<file path="config.mk">
export PLATFORM = sky130hd
export DESIGN_NAME = connect4_turn_controller
export DESIGN_NICKNAME = d
export VERILOG_FILES = /design/src/rtl/connect4_turn_controller.sv
export SDC_FILE = /design/constraint.sdc
export NUM_CORES = 1
export LEC_CHECK = 0
export CAP_MARGIN = 10
export CELL_PAD_IN_SITES_DETAIL_PLACEMENT = 0
export CELL_PAD_IN_SITES_GLOBAL_PLACEMENT = 1
export CORE_ASPECT_RATIO = 0.6
export CORE_UTILIZATION = 38
export DETAILED_ROUTE_END_ITERATION = 7
export MAX_ROUTING_LAYER = met4
export PLACE_DENSITY = 0.79
export SLEW_MARGIN = 0
export SYNTH_ARGS = -nofsm -noshare
export SYNTH_HDL_FRONTEND = slang
export SYNTH_SLANG_ARGS = --single-unit
</file>
<file path="constraint.sdc">
create_clock -name clk -period 2.4 [get_ports clk]
set_input_delay 0.48 -clock clk [delete_from_list [all_inputs] [get_ports clk]]
set_output_delay 0.48 -clock clk [all_outputs]
set_load 0.02 [all_outputs]
</file>
<file path="src/rtl/connect4_turn_controller.sv">
// Connect-4 turn sequencer: accept column, find landing row, (optionally) animate the drop,
// write the board cell, run the win checker, then alternate players or end the game. Option: DROP_ANIM_EN.
module connect4_turn_controller #(
  parameter int unsigned NUM_COLS   = 7,
  parameter int unsigned NUM_ROWS   = 6,
  parameter int unsigned DROP_TICKS = 4
) (
  input  logic       clk,
  input  logic       reset,
  input  logic       move_valid,
  input  logic [2:0] move_col,
  output logic       move_ready,
  output logic       illegal_move,
  output logic       board_we,
  output logic [2:0] board_row,
  output logic [2:0] board_col,
  output logic       board_player,
  output logic       anim_active,
  output logic [2:0] anim_row,
  output logic       chk_start,
  input  logic       chk_done,
  input  logic       chk_win,
  output logic       cur_player,
  output logic       game_over,
  output logic [1:0] winner
);

  localparam int unsigned HW = $clog2(NUM_ROWS + 1);
  localparam int unsigned MW = $clog2(NUM_ROWS * NUM_COLS + 1);
  localparam int unsigned TW = $clog2(DROP_TICKS + 1);

  typedef enum logic [2:0] {WAIT_MOVE, DROP, WRITE, CHECK, OVER} state_t;

  state_t        state_q, state_d;
  logic [HW-1:0] height_q [NUM_COLS];
  logic [HW-1:0] height_d [NUM_COLS];
  logic [MW-1:0] move_count_q, move_count_d;
  logic [TW-1:0] tick_q, tick_d;
  logic [2:0]    col_q, col_d, target_q, target_d;
  logic [2:0]    anim_row_q, anim_row_d, board_row_q, board_row_d, board_col_q, board_col_d;
  logic          anim_active_q, anim_active_d, taken_q, taken_d;
  logic          cur_player_q, cur_player_d, board_player_q, board_player_d;
  logic          move_ready_q, move_ready_d, illegal_q, illegal_d, we_q, we_d;
  logic          chk_start_q, chk_start_d, game_over_q, game_over_d;
  logic [1:0]    winner_q, winner_d;
  logic          col_ok;
  logic [2:0]    sel;

  assign col_ok = 32'(move_col) < NUM_COLS;
  assign sel    = col_ok ? move_col : 3'd0;

  // Next-state and output computation
  always_comb begin
    state_d        = state_q;
    height_d       = height_q;
    move_count_d   = move_count_q;
    tick_d         = tick_q;
    col_d          = col_q;
    target_d       = target_q;
    anim_row_d     = anim_row_q;
    anim_active_d  = anim_active_q;
    taken_d        = taken_q;
    cur_player_d   = cur_player_q;
    board_row_d    = board_row_q;
    board_col_d    = board_col_q;
    board_player_d = board_player_q;
    winner_d       = winner_q;
    illegal_d      = 1'b0;
    we_d           = 1'b0;
    chk_start_d    = 1'b0;
    case (state_q)
      WAIT_MOVE: begin
        // taken_q blocks a held move_valid from being accepted twice in one visit
        if (!move_valid) begin
          taken_d = 1'b0;
        end else if (!taken_q) begin
          taken_d = 1'b1;
          if (!col_ok || height_q[sel] == HW'(NUM_ROWS)) begin
            illegal_d = 1'b1;
          end else begin
            taken_d  = 1'b0;
            col_d    = move_col;
            target_d = 3'(height_q[sel]);
`ifdef DROP_ANIM_EN
            state_d       = DROP;
            anim_row_d    = 3'(NUM_ROWS - 1);
            anim_active_d = 1'b1;
            tick_d        = '0;
`else
            state_d = WRITE;
`endif
          end
        end
      end
`ifdef DROP_ANIM_EN
      DROP: begin
        if (anim_row_q == target_q) begin
          state_d = WRITE;
        end else if (tick_q == TW'(DROP_TICKS - 1)) begin
          tick_d     = '0;
          anim_row_d = anim_row_q - 3'd1;
        end else begin
          tick_d = tick_q + TW'(1);
        end
      end
`endif
      WRITE: begin
        we_d              = 1'b1;
        chk_start_d       = 1'b1;
        board_row_d       = target_q;
        board_col_d       = col_q;
        board_player_d    = cur_player_q;
        height_d[col_q]   = height_q[col_q] + HW'(1);
        move_count_d      = move_count_q + MW'(1);
        anim_active_d     = 1'b0;
        state_d           = CHECK;
      end
      CHECK: begin
        if (chk_done) begin
          if (chk_win) begin
            winner_d = cur_player_q ? 2'b10 : 2'b01;
            state_d  = OVER;
          end else if (move_count_q == MW'(NUM_ROWS * NUM_COLS)) begin
            winner_d = 2'b11;
            state_d  = OVER;
          end else begin
            cur_player_d = ~cur_player_q;
            state_d      = WAIT_MOVE;
          end
        end
      end
      default: ;
    endcase
    move_ready_d = (state_d == WAIT_MOVE) && !taken_d;
    game_over_d  = (state_d == OVER);
  end

  always_ff @(posedge clk) begin
    if (reset) begin
      state_q        <= WAIT_MOVE;
      for (int i = 0; i < int'(NUM_COLS); i++) height_q[i] <= '0;
      move_count_q   <= '0;
      tick_q         <= '0;
      col_q          <= '0;
      target_q       <= '0;
      anim_row_q     <= '0;
      anim_active_q  <= 1'b0;
      taken_q        <= 1'b0;
      cur_player_q   <= 1'b0;
      board_row_q    <= '0;
      board_col_q    <= '0;
      board_player_q <= 1'b0;
      winner_q       <= 2'b00;
      illegal_q      <= 1'b0;
      we_q           <= 1'b0;
      chk_start_q    <= 1'b0;
      move_ready_q   <= 1'b1;
      game_over_q    <= 1'b0;
    end else begin
      state_q        <= state_d;
      height_q       <= height_d;
      move_count_q   <= move_count_d;
      tick_q         <= tick_d;
      col_q          <= col_d;
      target_q       <= target_d;
      anim_row_q     <= anim_row_d;
      anim_active_q  <= anim_active_d;
      taken_q        <= taken_d;
      cur_player_q   <= cur_player_d;
      board_row_q    <= board_row_d;
      board_col_q    <= board_col_d;
      board_player_q <= board_player_d;
      winner_q       <= winner_d;
      illegal_q      <= illegal_d;
      we_q           <= we_d;
      chk_start_q    <= chk_start_d;
      move_ready_q   <= move_ready_d;
      game_over_q    <= game_over_d;
    end
  end

  assign move_ready   = move_ready_q;
  assign illegal_move = illegal_q;
  assign board_we     = we_q;
  assign board_row    = board_row_q;
  assign board_col    = board_col_q;
  assign board_player = board_player_q;
  assign chk_start    = chk_start_q;
  assign cur_player   = cur_player_q;
  assign game_over    = game_over_q;
  assign winner       = winner_q;
`ifdef DROP_ANIM_EN
  assign anim_active  = anim_active_q;
  assign anim_row     = anim_row_q;
`else
  assign anim_active  = 1'b0;
  assign anim_row     = 3'd0;
`endif

endmodule

</file>
Yosys cells after proc, flatten, opt, wreduce, memory -nomap -nowiden
Index checks and enable logic that the tools add are counted.

storage, ports and cells
  flip-flop bits (word level) = 51
  bits of input ports = 8
  output and inout port bits = 19
  word-level logic and storage cells = 78

operators by class
  $add $sub $neg = 2
  order comparisons = 4
  equality and inequality tests = 5
  mux-type cells = 25
  bitwise logic cells = 9
  reduce and logical (&&, ||, !) cells = 12

operator list
  kind                                                                   count
  3-bit two-way mux                                                      12
  21-bit bitwise mux                                                     1
  3-bit binary-select mux with 3-bit select                              2
  3-bit demux with 3-bit select                                          1
  3-bit one-hot mux with 3 select lines                                  1
  4-bit greater-or-equal comparator (second input constant)              2
  3-bit NOT with 4-bit output                                            2
  4-bit AND reduction                                                    2
  1-bit NOT                                                              7
  6-bit by 1-bit adder with 6-bit output (second input constant)         1
  3-bit by 2-bit == test with 1-bit output (second input constant)       2
  3-bit == test (second input constant)                                  2
  6-bit == test (second input constant)                                  1
  3-bit zero test                                                        2
  2-bit two-way mux                                                      3
  1-bit two-way mux                                                      5
  4-bit by 1-bit < comparator with 1-bit output (second input constant)  1
  4-bit OR reduction                                                     1
  3-bit by 1-bit adder with 3-bit output (second input constant)         1
  3-bit < comparator (second input constant)                             1
  3-bit AND reduction                                                    1
  1-bit logical AND                                                      2
  1-bit zero test                                                        2
  2-bit nonzero test                                                     1
  1-bit logical OR                                                       1

Depth between registers and ports, before layout
  depth after elaboration = 14
  depth in mapped cells = 10
  depth with buffers taken out = 9

Worst setup path before layout
OpenSTA, ideal clock, no wires.

  kind = register -> register
  start = reg col_q[2]
  end = reg height_q[8] (netlist name)
  arrival time = 2.185 ns
  slack = 0.137 ns
  cell stages (with the launch flop) = 9
  cells stage by stage = dfxtp_1 > clkbuf_1 > buf_1 > mux4_2 > mux2_2 > ha_1 > xnor2_1 > nor2_1 > nor3_1

between the ends
  word-level cells in the longest chain between the ends = 6

RTL lines
  item                                                                                     RTL line  source
  from (decl)                                                                              39        logic [2:0] col_q, col_d, target_q, target_d;
  from (signal assigned)                                                                   164       col_q <= col_d;
  3-bit NOT with 4-bit output (not written as such) (*)                                    113       height_d[col_q] = height_q[col_q] + HW'(1);
  3-bit binary-select mux with 3-bit select (tied with other cells)                        113
  3-bit two-way mux (not written as such) or 1-bit logical AND (tied branches)             113
  3-bit two-way mux (not written as such)                                                  113
  3-bit by 1-bit adder with 3-bit output or 3-bit demux with 3-bit select (tied branches)  113
  21-bit bitwise mux (*)                                                                   113
  to (signal assigned)                                                                     161       height_q <= height_d;
  to (decl)                                                                                35        logic [HW-1:0] height_q [NUM_COLS];

Every way passes the cells marked *; elsewhere a longest branch is shown, timed or not. The select of a mux whose other input is x is not followed.
A chain may end at the register's enable or synchronous reset.

Worst setup path in the final report
  start = in move_col[1]
  end = reg col_q[1]

between the ends
  word-level cells in the longest chain between the ends = 10

RTL lines
  item                                                  RTL line  source
  from (decl)                                           11        input logic [2:0] move_col,
  3-bit < comparator                                    49        assign col_ok = 32'(move_col) < NUM_COLS;
  3-bit two-way mux                                     50        assign sel = col_ok ? move_col : 3'd0;
  3-bit NOT with 4-bit output (not written as such)     78        if (!col_ok || height_q[sel] == HW'(NUM_ROWS)) begin
  3-bit binary-select mux with 3-bit select             78
  3-bit two-way mux (not written as such) (2 in a row)  78
  3-bit == test                                         78
  1-bit logical OR                                      78
  1-bit NOT (no line)                                   -
  4-bit AND reduction (no line)                         -

Parallel ways exist; a longest one is shown, timed or not. The select of a mux whose other input is x is not followed.

==> summary by stage <==
Synthesis
Sorting the synthesized cells by how often they occur yields dfxtp_1, nor2_1, mux2i_1, nand2_1, a21oi_1. Counting flops with a built-in enable in the synthesized netlist gives 0. The share of Yosys cell area claimed by the top area cell type is 40.50%. The cell with the most instances after synthesis is dfxtp_1.

For this run, the leading register cell type out of synthesis is dfxtp_1. After synthesis, the cell types taking the most area are dfxtp_1, mux2i_1, nor2_1, nand2_1, a21oi_1. The number of distinct standard cells referenced by the synthesized netlist is 51. The register area share after synthesis is 40.50%. Counting every instance in the synthesized netlist gives 286. The async set or reset register ratio after synthesis is 0%. Dividing the synthesized area by the synthesized cell count gives 8.815 um^2. The cell area that synthesis handed to floorplanning was 0.002521 mm^2.

In this run, synthesis produced a sequential element count of 51. The most area-hungry cell type in the Yosys netlist is dfxtp_1. The synthesis warning total is 0.

Final layout
Compared with the post-synthesis result, the final layout area differs by 19.45%. After the flow finishes, the layout carries non-filler instances totaling 404. The multi-input combinational cells in the finished layout cover a total of 0.001354 mm^2. The register cell area after layout is 0.001021 mm^2. Cells with a size suffix above 1 make up 14.06% of the layout. The count of antenna diodes in the layout is 0.

Fill cells in the final layout number 600. The number of nets in the final layout is 330.

STA
The number of hold-slack violations in the final timing report is 0. The number of max-slew violations in the final report is 0. Setup violations remaining at the end of the flow were counted as 0.

The maximum clock skew at final layout is 0.006435 ns. The setup slack after layout is 0.1323 ns. The ratio of final minimum period to clock period is 94.49%. The pin slew with the least headroom to its limit is 0.5047 ns. Setup repair after global routing left no endpoint under its margin. The top achievable clock speed is 0.4410 GHz. The worst pin sits at a relative slew slack of 66.07%.

The final hold slack is 0.4591 ns. The routed design could run at a clock period as short as 2.268 ns.

Run status
The run finished with clean final reports.

Drt
The number of DRC markers after the initial detailed-route iteration is 195. The first detailed-routing pass ran for 5 iterations. For this run, design rule violations remaining after detail routing come to 0. The post-detailed-route count of antenna-violating nets is 0. After detailed routing, the total wire length is 6.072 mm. Using the TritonRoute via totals, the vias-per-cell ratio works out to 5.210. Dividing the detail-routed wire length by the instance count gives 15.03 um.

The final route contains 2105 vias.

Min path
The path type of the worst min-delay path is flop to flop. The worst hold path passes through 2 cells.

Worst setup path
The maximum fanout along the worst path is 20. The kind of end point of the critical path is a flop. The cell count of the worst reg-to-reg path is 10. In this run the critical register-to-register path is launched from col_q[1]. Tracing the worst setup path back leads to its startpoint at move_col[1]. The worst register-to-register path ends at height_q[5]. In this run the register-to-register setup slack is 0.20 ns. For the worst setup path, the data required time is 2.59 ns. STA classifies the critical path startpoint as a primary input. The setup path with the least slack is of type primary input to flop.

The data arrival time at the worst-slack endpoint is 2.46 ns. The most critical setup path has its endpoint at col_q[1].

Floorplanning
During I/O placement, the number of pins put on the boundary was 27. The floorplan has 22 rows. The width of the die is 107.2 um.

The initial utilization of the core area, before any placement, comes to 40.35%. The floorplan die area is 0.006975 mm^2. In this run the vertical extent of the chip is 65.10 um. The area inside the core boundary is 0.006248 mm^2.

Global routing
The via count of the first global-routing pass came to 1962. The first global-routing pass estimated 10.13 mm of wire. The initial antenna violation count was 0.

Entering global routing, the biggest net connects 21 pins. The aggregate global routing overflow is 0. The overall track demand over capacity in global routing is 19.66%.

Clocking
The clock tree from TritonCTS is done. The clock-pin transition on the worst setup and hold timing paths is 0.10 ns. The root buffer cell chosen for the clock tree is clkbuf_8.

The clock latency on the worst-skew pair is 0.30 ns. The maximum clock insertion buffer count is 2. Hold repair after CTS inserted 0 buffers. The clock buffer count from CTS is 5. In this run, post-CTS repair resized a total of 0 instances. The H-tree was split into 2 levels. The number of setup buffers added after CTS is 0. The sink count of the clock tree is 51.

Place
Port buffering added 22 buffers. Prior to clock tree synthesis, the placed netlist has a worst setup slack of -0.1829 ns. Including well taps, the total number of placed cells is 396.

Summed over all nets, the half-perimeter wirelength after detailed placement is 4.554 mm. The routability congestion estimate is 0.8909.

Power
Across the VDD grid, the largest voltage drop is 261.3 uV. The leakage dissipation is 0.001150 uW. The total power density per cell area is 569.6 mW/mm^2.

Flow run
The tool flagged a number of max-cap violations equal to 0.
-- flip-flops by register name, summed over array words and instances, names as in the netlist, 2 cells and up --
register,cells
col_q,3
height_q,21
state_q,3
move_count_q,6
target_q,3
board_col,3
winner,2
board_row,3
-- layer usage --
metal	vias up	track usage [%]	wire length, um	share of wire [%]
li1	1056	-	-	-
met3	5	5.357	420	6.9
met5	-	-	0	0
met2	67	23.47	2198	36
met4	0	3.596	36	0.59
met1	977	31.37	3417	56
-- worst min-delay path by stage --
stage	slack [ns]	end	startpoint
2_1_floorplan	0.43	board_row[1]	target_q[1]
3_3_place_gp	0.44	board_row[0]	board_row[0]
3_5_place_dp	0.45	board_row[2]	board_row[2]
4_1_cts	0.47	board_row[0]	board_row[0]
5_1_grt	0.49	board_row[1]	target_q[1]
6_report	0.46	board_row[0]	board_row[0]
-- critical path, cell delays in order --
cell             delay (ns)
clkdlybuf4s50_1        0.50
buf_12                 0.16
mux2i_1                0.09
a211o_1                0.30
a22o_4                 0.28
a31oi_4                0.33
mux2i_1                0.24
nor2_1                 0.06
-- logic make-up after synthesis --
group,Yosys count,synth area share (%)
AND/OR/NAND/NOR,109,20.30
other,1,0.1487
buffers and inverters,32,6.253
AO/OA/AOI/OAI,52,14.94
adder cells (fa/ha/maj),3,1.489
flip-flops,51,40.50
multiplexers,32,14.29
XOR/XNOR,6,2.084
-- final cells by class --
cell class / count / area share (%)
Clock inverter: 2 / 0.4155
Timing Repair Buffer: 46 / 13.71
Inverter: 9 / 1.122
Clock buffer: 6 / 2.410
Multi-Input combinational cell: 206 / 44.95
Sequential cell: 51 / 33.90
Tap cell: 84 / 3.490
-- through the flow --
step           setup TNS, ns  cell area (um^2)  total power [uW]  util [%]
2_1_floorplan              0              2532              1131         -
3_3_place_gp         -0.7916              2927              1242     46.84
3_5_place_dp          -1.170              2927              1242     46.84
4_1_cts                    0              3012              1732     48.20
5_1_grt                    0              3012              1807     48.20
6_report                   0              3012              1716     48.20
-- where the power goes --
group / total [uW] / leakage [uW] / switching [uW] / internal (uW)
logic: 317 / 0.000696 / 179 / 138
clock network: 490 / 0.0000412 / 286 / 205
registers: 908 / 0.000413 / 33.3 / 875
-- cells in the final DEF, fill, tap and decap left out, types with 5 or more instances in the layout --
| cell | n |
|---|---|
| mux2i_1 | 27 |
| inv_1 | 9 |
| clkdlybuf4s50_1 | 22 |
| clkbuf_8 | 5 |
| buf_4 | 23 |
| nand2_1 | 27 |
| o21ai_0 | 8 |
| nor3_1 | 7 |
| nand2b_1 | 6 |
| nor2_1 | 43 |
| dfxtp_1 | 51 |
| a21oi_1 | 18 |
| a211oi_1 | 8 |
Power figures use the tool's default switching activity.
